===== config.mk =====
export PLATFORM = sky130hd
export DESIGN_NAME = sevenseg_scan
export DESIGN_NICKNAME = d
export VERILOG_FILES = /design/src/rtl/sevenseg_scan.sv
export SDC_FILE = /design/constraint.sdc
export NUM_CORES = 1
export LEC_CHECK = 0
export ABC_AREA = 1
export CAP_MARGIN = 10
export CELL_PAD_IN_SITES_DETAIL_PLACEMENT = 1
export CELL_PAD_IN_SITES_GLOBAL_PLACEMENT = 2
export CORE_UTILIZATION = 32
export CTS_CLUSTER_DIAMETER = 200
export CTS_CLUSTER_SIZE = 24
export DETAILED_ROUTE_END_ITERATION = 8
export MAX_ROUTING_LAYER = met4
export PLACE_DENSITY = 0.85
export RECOVER_POWER = 100
export SYNTH_ARGS = -nofsm -noshare
export SYNTH_HDL_FRONTEND = slang
export SYNTH_SLANG_ARGS = --single-unit

===== constraint.sdc =====
create_clock -name clk -period 2.85 [get_ports clk]
set_clock_uncertainty 0.15 [all_clocks]
set_input_delay 0.855 -clock clk [delete_from_list [all_inputs] [get_ports clk]]
set_output_delay 0.855 -clock clk [all_outputs]
set_load 0.01 [all_outputs]

===== src/rtl/sevenseg_scan.sv =====
`default_nettype none
// ============================================================================
// Module      : sevenseg_scan
// Description : Multiplexed seven-segment display driver. Scans DIGITS hex
//               digits at REFRESH_DIV clocks per digit. A pending/display
//               register pair commits newly loaded values only at frame
//               boundaries. Per-digit blanking comes from blank_mask.
//               Optional macro SEVENSEG_LZ_BLANK_EN also suppresses leading
//               zeros. Digit 0 is never suppressed.
// Revision    : 1.0 - initial release
// ============================================================================
module sevenseg_scan #(
    parameter int DIGITS      = 4,
    parameter int REFRESH_DIV = 100000,
    parameter int ACTIVE_LOW  = 1
) (
    input  logic                  clk,
    input  logic                  rst,
    input  logic [4*DIGITS-1:0]   value_i,
    input  logic                  load_i,
    input  logic [DIGITS-1:0]     blank_mask_i,
    output logic [6:0]            seg_o,
    output logic [DIGITS-1:0]     an_o,
    output logic                  frame_tick_o
);

    localparam int DIV_W = (REFRESH_DIV > 1) ? $clog2(REFRESH_DIV) : 1;
    localparam int IDX_W = (DIGITS > 1) ? $clog2(DIGITS) : 1;
    localparam logic [DIV_W-1:0]  C_DIV_LAST = DIV_W'(REFRESH_DIV - 1);
    localparam logic [IDX_W-1:0]  C_IDX_LAST = IDX_W'(DIGITS - 1);
    localparam logic [6:0]        C_SEG_OFF  = (ACTIVE_LOW != 0) ? 7'h7F : 7'h00;
    localparam logic [DIGITS-1:0] C_AN_OFF   = (ACTIVE_LOW != 0) ? '1 : '0;

    logic [DIV_W-1:0]    div_cnt_q, div_cnt_d;
    logic [IDX_W-1:0]    idx_q, idx_d;
    logic [4*DIGITS-1:0] pending_q, pending_d;
    logic [4*DIGITS-1:0] display_q, display_d;
    logic                wrap_q, wrap_d;
    logic [6:0]          seg_q, seg_d;
    logic [DIGITS-1:0]   an_q, an_d;
    logic                frame_tick_q, frame_tick_d;

    logic [DIGITS-1:0]   lz_mask;
    logic [3:0]          cur_nibble;
    logic                cur_blank;
    logic [6:0]          seg_act;
    logic [DIGITS-1:0]   an_act;

    // Hex to active-high segment pattern {g,f,e,d,c,b,a}
    function automatic logic [6:0] hex_decode(input logic [3:0] nib);
        logic [6:0] s;
        case (nib)
            4'h0: s = 7'h3F;
            4'h1: s = 7'h06;
            4'h2: s = 7'h5B;
            4'h3: s = 7'h4F;
            4'h4: s = 7'h66;
            4'h5: s = 7'h6D;
            4'h6: s = 7'h7D;
            4'h7: s = 7'h07;
            4'h8: s = 7'h7F;
            4'h9: s = 7'h6F;
            4'hA: s = 7'h77;
            4'hB: s = 7'h7C;
            4'hC: s = 7'h39;
            4'hD: s = 7'h5E;
            4'hE: s = 7'h79;
            default: s = 7'h71;
        endcase
        return s;
    endfunction

`ifdef SEVENSEG_LZ_BLANK_EN
    // Suppress digits whose nibble and every higher nibble are zero (digit 0 kept)
    always_comb begin
        logic nz_above;
        lz_mask  = '0;
        nz_above = 1'b0;
        for (int i = DIGITS - 1; i >= 1; i--) begin
            nz_above   = nz_above | (|display_q[4*i +: 4]);
            lz_mask[i] = ~nz_above;
        end
    end
`else
    assign lz_mask = '0;
`endif

    // Scan counters, load capture and frame-boundary commit
    always_comb begin
        div_cnt_d = div_cnt_q + 1'b1;
        idx_d     = idx_q;
        display_d = display_q;
        wrap_d    = 1'b0;
        pending_d = load_i ? value_i : pending_q;
        if (div_cnt_q == C_DIV_LAST) begin
            div_cnt_d = '0;
            if (idx_q == C_IDX_LAST) begin
                idx_d     = '0;
                display_d = pending_q;
                wrap_d    = 1'b1;
            end else begin
                idx_d = idx_q + 1'b1;
            end
        end
    end

    // Select the current digit, apply blanking and output polarity
    always_comb begin
        cur_nibble = '0;
        cur_blank  = 1'b0;
        an_act     = '0;
        for (int i = 0; i < DIGITS; i++) begin
            if (idx_q == IDX_W'(i)) begin
                cur_nibble = display_q[4*i +: 4];
                cur_blank  = blank_mask_i[i] | lz_mask[i];
                an_act[i]  = 1'b1;
            end
        end
        seg_act = hex_decode(cur_nibble);
        if (cur_blank) begin
            seg_act = '0;
            an_act  = '0;
        end
        seg_d        = (ACTIVE_LOW != 0) ? ~seg_act : seg_act;
        an_d         = (ACTIVE_LOW != 0) ? ~an_act : an_act;
        // Delayed one cycle so the tick lines up with the first digit-0 pixels
        frame_tick_d = wrap_q;
    end

    // State and output registers with synchronous reset
    always_ff @(posedge clk) begin
        if (rst) begin
            div_cnt_q    <= '0;
            idx_q        <= '0;
            pending_q    <= '0;
            display_q    <= '0;
            wrap_q       <= 1'b0;
            seg_q        <= C_SEG_OFF;
            an_q         <= C_AN_OFF;
            frame_tick_q <= 1'b0;
        end else begin
            div_cnt_q    <= div_cnt_d;
            idx_q        <= idx_d;
            pending_q    <= pending_d;
            display_q    <= display_d;
            wrap_q       <= wrap_d;
            seg_q        <= seg_d;
            an_q         <= an_d;
            frame_tick_q <= frame_tick_d;
        end
    end

    assign seg_o        = seg_q;
    assign an_o         = an_q;
    assign frame_tick_o = frame_tick_q;

endmodule
`default_nettype wire


==> results.cfg <==
[floorplanning]
rows = 34
die_w_um = 98.3
core-area_um2 = 8850
die_h_um = 98.3
io_pins = 35
die_area_um2 = 9660
start_util_pct = 33.5

[synthesis]
synth_simple_gate_area_share_pct = 33.0
synth_flop_cell = dfxtp_1
yosysTopAreaCell = dfxtp_1
synth_xor_area_share_pct = 1.48
synthTopCellsByCount = nand2_1, dfxtp_1, nor2_1
synthArstFlopShare_pct = 0
synth_fp_nets = 438
synth_compound_area_share_pct = 9.58
ys_ff_latch = 64
synth_area_per_cell_um2 = 7.34
synth_top_family_by_area = simple AND/OR/NAND/NOR gates
yosysWarningCount = 0
synthAdderAreaFrac_pct = 4.64
synthCells = 404
ys_types = 32
synthMostInstantiatedCell = nand2_1
synth_edf_count = 0
yosysSeqAreaShare_pct = 43.2
synth_top_cells_by_area = dfxtp_1, nand2_1, nor2_1
netlist.area_leader.share_pct = 43.2
synthMuxAreaShare_pct = 0
synth_area_um2 = 2970

[global_routing]
grt-ovfl-total = 0
grt_pass1_wl_um = 12400
grt_max_degree = 34
grt_pass1_vias = 2641
antenna_found_initial = 0
grt_use_total_pct = 16.8

[detailed_routing]
wl_per_cell_um = 12.8
drc = 3
drt_iter0_markers = 65
drtPass1Iterations = 8
routed-via-count = 2628
ant_nets = 0
wl_um = 7070
post_drt_via_cell_ratio = 4.74

[pwr]
p_seq_share_pct = 47.8
swShare_pct = 23.2
clkPwrFrac_pct = 46.8
pwr-share-comb_pct = 5.4
p_switching_mw = 0.448
ir_worst_vdd_mv = 0.193
intPower_mw = 1.49
p_leak_nw = 1.42
power_density_nw_per_um2 = 533

[sta]
min_period_over_period_pct = 84.2
rsz0062_at_grt = no
slew_viol_final = 0
max_slew_margin_pct = 52.1
setup_tns_ps = 0
clock.fmax_mhz = 417
final-hold-violation-count = 0
setup_viol = 0
min_period_ps = 2400
worst_pin_slew_ps = 718

[place]
port-buffer-count = 34
gp_congestion = 0.792
dpl.cell_count = 538
hpwlAfterDp_um = 5060

[status]
outcome = complete, but fails checks
violations = design-rule violations

[critical_path]
cp_max_fo = 18
r2r_start = div_cnt_q[0]
reg2reg_depth = 8
cp_data_required_time_ps = 2940
crit_path_start = div_cnt_q[0]
startpoint_type = register
crit_type = reg -> reg
regToRegEndpoint = idx_q[1]
critPathCaptureType = register
critPathArrivalTime_ps = 2490
crit_end = idx_q[1]
r2r_slack_ps = 450

[hold_path]
min_path_type = reg -> reg

[cts]
postCtsHoldBufs = 0
clock-sinks = 64
clock_path_buffers = 2
htreeDepth = 3
cts.repair.resized = 0
clk_latency_ps = 360
cts_tree = yes
clk_pin_slew_ps = 80
cts_setup_buffers = 0
numCtsBuffers = 9
ctsRootBufferMaster = clkbuf_8

[layout]
layout.nets = 475
diodes = 0
fin_cells = 554
multiInputGateArea_um2 = 1430
layout-drive-gt1-share_pct = 9.42
nFillCells = 1124
seq_area_um2 = 1280
area_growth_pct = 22.5

[job]
drv_cap = 0
-- sequential cells by signal, indices dropped and copies added, names as in the netlist --
signal        flops
div_cnt_q        17
frame_tick_d      1
frame_tick_o      1
display_q        16
idx_q             2
an_o              4
pending_q        16
seg_o             7
-- worst max-delay path: stages, from the launching register on --
cell	delay, ps
dfxtp_1	370
ha_1	200
nand2_2	100
nor2_4	140
nand4_2	110
nor2_2	570
nand2_4	170
nand2_2	340
o21ai_0	110
-- cells by family (layout without fill, tap and decap cells) --
group                      count (synthesis)  count (layout)
DFF                                       64              64
adders and majority gates                 11              11
buffers and inverters                     60             102
and+or+nand+nor                          209             209
AOI/OAI and AO/OA                         55              55
xor gates and xnor gates                   5               5
-- per-layer routing --
metal	share of wire (%)	global-route usage, %	up-vias
met2	44	25.7	42
met4	2.2	8.27	0
met1	51	20.7	1197
met3	3.4	3.87	16
met5	0	-	-
li1	-	-	1373
-- worst min-delay path by stage --
stage | from | end | slack, ps | cells after the start
after floorplan | frame_tick_d | frame_tick_o | 240 | 2
after global placement | frame_tick_d | frame_tick_o | 250 | 2
after detailed placement | frame_tick_d | frame_tick_o | 260 | 2
after CTS | frame_tick_d | frame_tick_o | 260 | 2
after global routing | frame_tick_d | frame_tick_o | 290 | 2
final | frame_tick_d | frame_tick_o | 250 | 2
-- cell type report --
class / count / area share [%]
Multi-Input combinational cell: 280 / 39.5
Sequential cell: 64 / 35.3
Timing Repair Buffer: 39 / 10.3
Inverter: 47 / 4.86
Clock buffer: 10 / 3.79
Tap cell: 108 / 3.72
Clock inverter: 6 / 2.55
-- power groups by stage --
stage | registers, mW | logic [mW] | clock network (mW)
2_1_floorplan | 0.948 | 0.0516 | 0
3_3_place_gp | 0.945 | 0.106 | 0
3_5_place_dp | 0.947 | 0.109 | 0
4_1_cts | 0.926 | 0.109 | 0.933
5_1_grt | 0.927 | 0.119 | 0.965
6_report | 0.925 | 0.104 | 0.907
-- through the flow --
stage	total power, mW	cell area (um2)	hold WS (ps)	setup slack (ps)	util [%]
3_3_place_gp	1.05	3410	254	506	38.6
6_report	1.94	3630	252	450	41.0
5_1_grt	2.01	3630	285	170	41.0
3_5_place_dp	1.06	3410	258	437	38.6
4_1_cts	1.97	3640	256	518	41.2
2_1_floorplan	0.999	2970	238	704	-
-- cell usage in the layout (no fill, tap or decap), types with 4 or more instances in the layout --
master / count
ha_1: 11
inv_1: 45
a21oi_1: 31
buf_4: 4
nor2_2: 11
nand3_1: 24
o21ai_0: 22
nand4_1: 19
dfxtp_1: 64
dlygate4sd3_1: 13
clkdlybuf4s50_1: 21
nor2_1: 50
nand2_1: 87
xor2_1: 5
clkbuf_8: 10
nor3_1: 4
Note: power is estimated with default switching activity, not from simulation.
